--- config.mk ---
export PLATFORM = sky130hd
export DESIGN_NAME = traffic_fsm_multi
export DESIGN_NICKNAME = d
export VERILOG_FILES = /design/src/rtl/traffic_pkg.sv /design/src/rtl/interval_timer.sv /design/src/rtl/traffic_fsm_multi.sv
export SDC_FILE = /design/constraint.sdc
export NUM_CORES = 1
export LEC_CHECK = 0
export ABC_AREA = 1
export BUFFER_PORTS_ARGS = -buffer_cell sky130_fd_sc_hd__buf_2
export CAP_MARGIN = 20
export CORE_MARGIN = 1.5
export CORE_UTILIZATION = 54
export CTS_BUF_LIST = sky130_fd_sc_hd__clkbuf_16
export CTS_CLUSTER_DIAMETER = 80
export DETAILED_ROUTE_END_ITERATION = 7
export PLACE_DENSITY = 0.74
export SYNTH_ARGS = -nofsm -noshare
export SYNTH_HDL_FRONTEND = slang
export SYNTH_SLANG_ARGS = --single-unit
--- constraint.sdc ---
create_clock -name clk -period 1.6 [get_ports clk]
set_input_delay 0.24 -clock clk [delete_from_list [all_inputs] [get_ports clk]]
set_output_delay 0.24 -clock clk [all_outputs]
set_load 0.02 [all_outputs]
--- src/rtl/traffic_pkg.sv ---
// Shared types and constants for the multi-side-road traffic controller.
package traffic_pkg;

    // Controller states; the numeric codes are visible on state_out.
    typedef enum logic [2:0] {
        MG_START = 3'd0,
        MG_CONT  = 3'd1,
        M_YEL    = 3'd2,
        ALL_RED  = 3'd3,
        WALK     = 3'd4,
        SG_START = 3'd5,
        SG_CONT  = 3'd6,
        S_YEL    = 3'd7
    } state_t;

    // Lamp encodings, {R,Y,G}.
    localparam logic [2:0] RED = 3'b100;
    localparam logic [2:0] YEL = 3'b010;
    localparam logic [2:0] GRN = 3'b001;

    localparam logic WALK_ON  = 1'b1;
    localparam logic WALK_OFF = 1'b0;

    // Width of a side-road index; at least one bit even for a single side.
    function automatic int sel_w(input int n);
        return (n > 1) ? $clog2(n) : 1;
    endfunction

endpackage

--- src/rtl/interval_timer.sv ---
// Interval down-counter. A load takes priority over counting; the
// count freezes while tick_en is low and never goes below 1, so
// "tick with count==1" marks the last tick of an interval.
module interval_timer #(
    parameter int               CNT_W   = 8,
    parameter logic [CNT_W-1:0] RST_VAL = '1
) (
    input  logic             clk,
    input  logic             rst_n,
    input  logic             i_tick_en,
    input  logic             i_load,
    input  logic [CNT_W-1:0] i_value,
    output logic             o_expired
);

    logic [CNT_W-1:0] r_count;

    // Expiry is the tick that lands on the final count of the interval.
    assign o_expired = i_tick_en && (r_count == CNT_W'(1));

    // Count register: load on request, otherwise decrement on each tick above 1.
    always_ff @(posedge clk or negedge rst_n) begin
        if (!rst_n) begin
            r_count <= RST_VAL;
        end else if (i_load) begin
            r_count <= i_value;
        end else if (i_tick_en && (r_count > CNT_W'(1))) begin
            r_count <= r_count - CNT_W'(1);
        end
    end

endmodule

--- src/rtl/traffic_fsm_multi.sv ---
// Traffic controller for one main road and N_SIDE side roads with
// round-robin side service, pedestrian walk phase, all-red clearance
// and rest-in-main-green. Lamps are decoded from the state register.
module traffic_fsm_multi
    import traffic_pkg::*;
#(
    parameter int N_SIDE = 2,
    parameter int CNT_W  = 8,
    parameter int T_BASE = 6,
    parameter int T_EXT  = 3,
    parameter int T_YEL  = 2,
    parameter int T_CLR  = 1,
    parameter int T_WALK = 3
) (
    input  logic                        clk,
    input  logic                        sys_reset_n,
    input  logic                        tick_en,
    input  logic                        prg_sync_in,
    input  logic                        main_sensor_in,
    input  logic [N_SIDE-1:0]           sensor_sync_in,
    input  logic                        walk_btn_in,
    output logic [2:0]                  main_light,
    output logic [3*N_SIDE-1:0]         side_light,
    output logic                        walk_light,
    output logic                        walk_reset,
    output logic [sel_w(N_SIDE)-1:0]    serving_side,
    output logic [2:0]                  state_out
);

    localparam int SS_W = sel_w(N_SIDE);

    localparam logic [CNT_W-1:0] C_BASE = CNT_W'(T_BASE);
    localparam logic [CNT_W-1:0] C_EXT  = CNT_W'(T_EXT);
    localparam logic [CNT_W-1:0] C_YEL  = CNT_W'(T_YEL);
    localparam logic [CNT_W-1:0] C_CLR  = CNT_W'(T_CLR);
    localparam logic [CNT_W-1:0] C_WALK = CNT_W'(T_WALK);

    // Registered state and latches
    state_t            r_state;
    logic [N_SIDE-1:0] r_side_req;
    logic              r_walk_req;
    logic [SS_W-1:0]   r_rr_ptr;
    logic [SS_W-1:0]   r_serving_side;
    logic              r_dst_main;   // ALL_RED exit target: 1 = back to main green

    // Combinational controls
    state_t            w_next_state;
    logic              w_expired;
    logic              w_load;
    logic [CNT_W-1:0]  w_load_val;
    logic              w_dst_main_nxt;
    logic              w_sg_entry;
    logic              w_walk_done;
    logic [SS_W-1:0]   w_grant;
    logic              w_found;
    logic [SS_W-1:0]   w_idx;
    logic              w_any_side;
    logic [N_SIDE-1:0] w_clr_mask;

    assign w_any_side   = |r_side_req;
    assign state_out    = r_state;
    assign serving_side = r_serving_side;
    assign walk_reset   = w_walk_done;

    interval_timer #(
        .CNT_W   (CNT_W),
        .RST_VAL (C_BASE)
    ) u_timer (
        .clk       (clk),
        .rst_n     (sys_reset_n),
        .i_tick_en (tick_en),
        .i_load    (w_load),
        .i_value   (w_load_val),
        .o_expired (w_expired)
    );

    // Round-robin grant: first pending side after the last one granted.
    always_comb begin
        w_grant = '0;
        w_found = 1'b0;
        w_idx   = '0;
        for (int k = 1; k <= N_SIDE; k++) begin
            w_idx = SS_W'((int'(r_rr_ptr) + k) % N_SIDE);
            if (!w_found && r_side_req[w_idx]) begin
                w_grant = w_idx;
                w_found = 1'b1;
            end
        end
    end

    // Request bit to drop when the granted side enters its green.
    always_comb begin
        w_clr_mask = '0;
        if (w_sg_entry) begin
            w_clr_mask[w_grant] = 1'b1;
        end
    end

    // Next-state and interval selection; transitions only happen on expiry.
    always_comb begin
        w_next_state   = r_state;
        w_load         = 1'b0;
        w_load_val     = C_BASE;
        w_dst_main_nxt = r_dst_main;
        w_sg_entry     = 1'b0;
        w_walk_done    = 1'b0;
        if (prg_sync_in) begin
            w_next_state = MG_START;
            w_load       = 1'b1;
            w_load_val   = C_BASE;
        end else if (w_expired) begin
            w_load = 1'b1;
            case (r_state)
                MG_START: begin
                    w_next_state = MG_CONT;
                    w_load_val   = main_sensor_in ? C_EXT : C_BASE;
                end
                MG_CONT: begin
                    if (w_any_side || r_walk_req) begin
                        w_next_state = M_YEL;
                        w_load_val   = C_YEL;
                    end else begin
                        w_next_state = MG_CONT;   // rest in main green
                        w_load_val   = C_BASE;
                    end
                end
                M_YEL: begin
                    w_next_state   = ALL_RED;
                    w_load_val     = C_CLR;
                    w_dst_main_nxt = 1'b0;
                end
                ALL_RED: begin
                    if (r_dst_main) begin
                        w_next_state = MG_START;
                        w_load_val   = C_BASE;
                    end else if (r_walk_req) begin
                        w_next_state = WALK;
                        w_load_val   = C_WALK;
                    end else if (w_any_side) begin
                        w_next_state = SG_START;
                        w_load_val   = C_BASE;
                        w_sg_entry   = 1'b1;
                    end else begin
                        w_next_state = MG_START;
                        w_load_val   = C_BASE;
                    end
                end
                WALK: begin
                    w_walk_done = 1'b1;
                    w_load_val  = C_BASE;
                    if (w_any_side) begin
                        w_next_state = SG_START;
                        w_sg_entry   = 1'b1;
                    end else begin
                        w_next_state = MG_START;
                    end
                end
                SG_START: begin
                    if (sensor_sync_in[r_serving_side]) begin
                        w_next_state = SG_CONT;
                        w_load_val   = C_EXT;
                    end else begin
                        w_next_state = S_YEL;
                        w_load_val   = C_YEL;
                    end
                end
                SG_CONT: begin
                    w_next_state = S_YEL;
                    w_load_val   = C_YEL;
                end
                S_YEL: begin
                    w_next_state   = ALL_RED;
                    w_load_val     = C_CLR;
                    w_dst_main_nxt = 1'b1;
                end
                default: begin
                    w_next_state = MG_START;
                    w_load_val   = C_BASE;
                end
            endcase
        end
    end

    // State register and request latches; sets win over clears.
    always_ff @(posedge clk or negedge sys_reset_n) begin
        if (!sys_reset_n) begin
            r_state        <= MG_START;
            r_side_req     <= '0;
            r_walk_req     <= 1'b0;
            r_rr_ptr       <= SS_W'(N_SIDE - 1);
            r_serving_side <= '0;
            r_dst_main     <= 1'b0;
        end else if (prg_sync_in) begin
            r_state        <= MG_START;
            r_side_req     <= '0;
            r_walk_req     <= 1'b0;
            r_rr_ptr       <= SS_W'(N_SIDE - 1);
            r_serving_side <= '0;
            r_dst_main     <= 1'b0;
        end else begin
            r_state    <= w_next_state;
            r_dst_main <= w_dst_main_nxt;
            r_side_req <= (r_side_req & ~w_clr_mask) | sensor_sync_in;
            r_walk_req <= (r_walk_req & ~w_walk_done) | walk_btn_in;
            if (w_sg_entry) begin
                r_rr_ptr       <= w_grant;
                r_serving_side <= w_grant;
            end
        end
    end

    // Moore lamp decode from the state register.
    always_comb begin
        main_light = RED;
        side_light = {N_SIDE{RED}};
        walk_light = WALK_OFF;
        case (r_state)
            MG_START, MG_CONT: main_light = GRN;
            M_YEL:             main_light = YEL;
            WALK:              walk_light = WALK_ON;
            SG_START, SG_CONT: begin
                for (int i = 0; i < N_SIDE; i++) begin
                    if (SS_W'(i) == r_serving_side) begin
                        side_light[3*i +: 3] = GRN;
                    end
                end
            end
            S_YEL: begin
                for (int i = 0; i < N_SIDE; i++) begin
                    if (SS_W'(i) == r_serving_side) begin
                        side_light[3*i +: 3] = YEL;
                    end
                end
            end
            default: ;
        endcase
    end

endmodule

==> metrics.sh <==
AREA_GROWTH_PCT=49.04
WORST_EP_REQUIRED_TIME_PS=1360
FIRST_PASS_ITERS=5
PERIOD_MINUS_SLACK_PS=1685
POST_SYNTH_FA_HA_MAJ_AREA_FRACTION_PCT=2.014
SEQ_POWER_SHARE_PCT=26.7
BIGGEST_CELL_DELAY_ALONG_THE_CRITICAL_PATH_PS=420
PORT_BUFFERS=22
WL_UM=4485
PATH_CELLS='nor2_2 -> nand2_1 -> nor4_4 -> buf_4'
GRT_SETUP_UNREPAIRED='true'
NUMBER_OF_GLOBAL_ROUTE_VIAS_BEFORE_REPAIR=1400
GRT_FIRST_PASS_WIRELENGTH_UM=6189
FINAL_LAYOUT_SIZE_SUFFIX_GT1_SHARE_PCT=40.91
DRT-WIRELENGTH-PER-CELL_UM=16.61
ROWS=17
INTERNAL_POWER_mW=1.304
FAILED_CHECKS='setup timing'
TRITONCTS_NUM_SINKS=17
TIMING.CRITICAL_PATH.BUF_INV=1
OUTCOME='finished with violations'
MUXSHAREOFSYNTHAREA_PCT=0
POWERDENSITY_mW_PER_MM2=1200
CLK_TRANSITION_REPORTED_PATHS_PS=50
POWER.IR.VDD_WORST_mV=1.274
CRITICAL-PATH-SLOWEST-CELL='sky130_fd_sc_hd__dfrtp_1'
CLOCKROOTBUFFER='sky130_fd_sc_hd__clkbuf_16'
TIMING.FINAL.MAX_SLEW_VIOLATIONS=0
HOLD_VIOL=0
CRITICAL_PATH_PEAK_FANOUT=4
FRACTION_OF_POWER_SPENT_SWITCHING_NETS_PCT=41.31
BUFS_ON_LONGEST_CLOCK_PATH=2
DRT_INITIAL_VIOLATIONS=134
DIODES=0
SYNTH-SEQ-AREA-SHARE_PCT=34.54
P_TOTAL_mW=2.222
POWER.STATIC_LEAKAGE_nW=0.9208
ROUTED-VIA-COUNT=1607
SYNTH_COMPOUND_AREA_SHARE_PCT=9.466
POST_SYNTH_NUM_CELL_TYPES=25
DIE_HEIGHT_UM=50.97
FINAL.SETUP_SKEW_PS=5.197
GPL.FINAL_WEIGHTED_CONGESTION=0.8575
SYNTH_TOP_CELL_BY_AREA='sky130_fd_sc_hd__dfrtp_1'
DRV_CAP=0
WORSTMARGINPINSLEW_PS=412.6
GRT_OVERFLOW=0
SYNTH_CELLS=190
NUMCTSBUFFERS=3
SYNTH_AREA_PER_CELL_UM2=6.539
SYNTH.TOP_CELL.AREA_SHARE_PCT=28.20
POWER.SWITCHING_uW=917.8
HOLD_CRIT_CLASS='in2reg'
HPWL_UM=2415
SYNTH_SIMPLE_GATE_AREA_SHARE_PCT=40.68
FFS_LATCHES_SYNTH=17
CORE_MM2=0.002191
DIEWIDTH_UM=50.97
CTS_TREE='done'
CRITICALPATHCATEGORY='reg2out'
AVGVIACOUNTPERCELL=5.952
CRITPATHCAPTURETYPE='output pin'
YS.WARNINGS.COUNT=0
CLOCK_POWER_SHARE_PCT=22.8
WORST_SKEW_PAIR.LATE_LATENCY_PS=250
FINAL.SETUP.WORST_SLACK_PS=-84.61
FINAL_CELL_COUNT_NO_FILL=270
START_UTIL_PCT=56.71
COMBPWRFRAC_PCT=50.5
GRT.TOTAL_USAGE_PCT=32.88
SYNTH.CELL_AREA_MM2=0.001242
SYNTH.AREA.TOP_CELLS='sky130_fd_sc_hd__dfrtp_1, sky130_fd_sc_hd__nand2_1, sky130_fd_sc_hd__inv_1'
TIMING.FINAL.CRIT_SHARE_PCT=105.3
ANTENNA_VIOLATIONS_BEFORE_REPAIR=0
CRIT_FAMILY='simple AND/OR/NAND/NOR gates'
IO-PIN-COUNT=23
ACHIEVABLE-FREQUENCY_MHz=593.6
NETS=253
DIE_OUTLINE_AREA_MM2=0.002597
POSTLAYOUTCELLAREA_MM2=0.001852
WORST_SETUP_PATH_START_KIND='register'
SYNTH_XOR_XNOR_AREA_SHARE_PCT=1.410
TNS_PS=-169.5
DP_CELLS=245
CP_DATA_ARRIVAL_TIME_PS=1440
POST_ROUTE_DRC_VIOLATION_COUNT=0
SLEW-LIMIT-HEADROOM_PCT=72.49
SYN_NETS=200
PRE_CTS_WS_PS=-114.0
COMBINATIONAL_FAMILY_WITH_THE_MOST_AREA_AFTER_SYNTHESIS='simple AND/OR/NAND/NOR gates'
GRT_MAX_DEGREE=18
HTREE_LEVELS=1
TOTAL_SETUP_VIOLATIONS_REPORTED_AT_THE_END_OF_THE_FLOW=7
ANT_NETS=0
POST_DP_CELL_AREA_MM2=0.001446
stage by stage:
stage	hold WS (ps)	util, %
detailed placement	189.0	66.02
global placement	181.9	66.02
global route	237.7	84.52
finish	226.0	84.52
floorplan	-55.59	-
CTS	231.6	75.96
power groups by stage:
stage	clock, mW	combinational (mW)	sequential, mW
floorplan	0	0.517	0.592
global placement	0	0.699	0.594
detailed placement	0	0.714	0.601
CTS	0.507	0.878	0.581
global route	0.527	1.20	0.602
finish	0.507	1.12	0.594
synth_stat cells, drive strengths merged:
cell    instances
nor4            1
buf             4
o21ai          15
nand4           6
nor3b           1
clkinv          1
xnor2           1
a21oi           4
o31ai           1
nand2          44
ha              2
dfrtp          14
clkbuf          1
nand3          21
xor2            1
inv            30
nor3            6
nor2           32
dfstp           3
o21a            2
layout make-up:
cell class / instances / area [um^2]
clock inverter: 1 / 3.754
fill: 111 / 339.1
inverter: 31 / 116.4
timing repair buffer: 52 / 369.1
sequential: 17 / 432.9
multi-input combinational: 138 / 819.5
clock buffer: 3 / 75.07
tap: 28 / 35.03
state kept, by name (all words and copies together) (netlist names):
signal	flops
u_timer.r_count	8
state_out	3
r_side_req	2
r_dst_main	1
r_rr_ptr	1
r_walk_req	1
serving_side	1
final timing paths:
path,cells past startpoint,slack (ps),from,to
min in group asynchronous,2,450,sys_reset_n,state_out[1]
worst max-delay path,4,-80,state_out[1],walk_reset
worst max register to register,10,-10,u_timer.r_count[1],u_timer.r_count[0]
max in group asynchronous,2,830,sys_reset_n,r_rr_ptr
worst min register to register,1,540,r_rr_ptr,r_rr_ptr
worst min-delay path,3,230,walk_btn_in,r_walk_req
worst reg2reg max path, cell delays in order, from the launching register on:
cell and delay, ps:
sky130_fd_sc_hd__dfstp_2 540, sky130_fd_sc_hd__inv_2 60, sky130_fd_sc_hd__ha_1 200, sky130_fd_sc_hd__inv_1 80, sky130_fd_sc_hd__nor2_2 50, sky130_fd_sc_hd__nand2_2 120, sky130_fd_sc_hd__nand3_4 160, sky130_fd_sc_hd__nand2_4 130
sky130_fd_sc_hd__nand3_1 70, sky130_fd_sc_hd__nand2_1 60, sky130_fd_sc_hd__inv_1 30
cells by family after synthesis:
group           after synthesis
fa+ha+maj                     2
buf+inv                      36
compound gates               22
xor+xnor                      2
simple gates                111
flops                        17
layer usage:
| layer | routed length (um) | up-vias | track usage, % |
|---|---|---|---|
| li1 | - | 718 | - |
| met1 | 1672 | 741 | 42.11 |
| met2 | 2144 | 134 | 52.60 |
| met3 | 542 | 14 | 6.140 |
| met4 | 124 | 0 | 17.12 |
| met5 | 0 | - | 0 |
cells in the final DEF (no fill, tap or decap), types with 7 or more instances in the layout:
master and n:
sky130_fd_sc_hd__nand2_1 34, sky130_fd_sc_hd__inv_1 27, sky130_fd_sc_hd__o21ai_0 9, sky130_fd_sc_hd__nor2_1 20
sky130_fd_sc_hd__buf_2 17, sky130_fd_sc_hd__nand2_2 8, sky130_fd_sc_hd__nand3_1 19, sky130_fd_sc_hd__buf_4 29
sky130_fd_sc_hd__dfrtp_1 11, sky130_fd_sc_hd__nor2_2 7
what timing repair did:
| action | in CTS | in global routing |
|---|---|---|
| hold buffers | 1 | 0 |
| pin swaps | 7 | 12 |
| cloned | 0 | 1 |
| buffers inserted | 13 | 8 |
| gates resized for setup | 16 | 40 |
| hold endpoints to repair | 14 | 0 |
| endpoints found under the setup margin | 12 | 22 |
No activity file was read; power rests on OpenSTA's default activity.
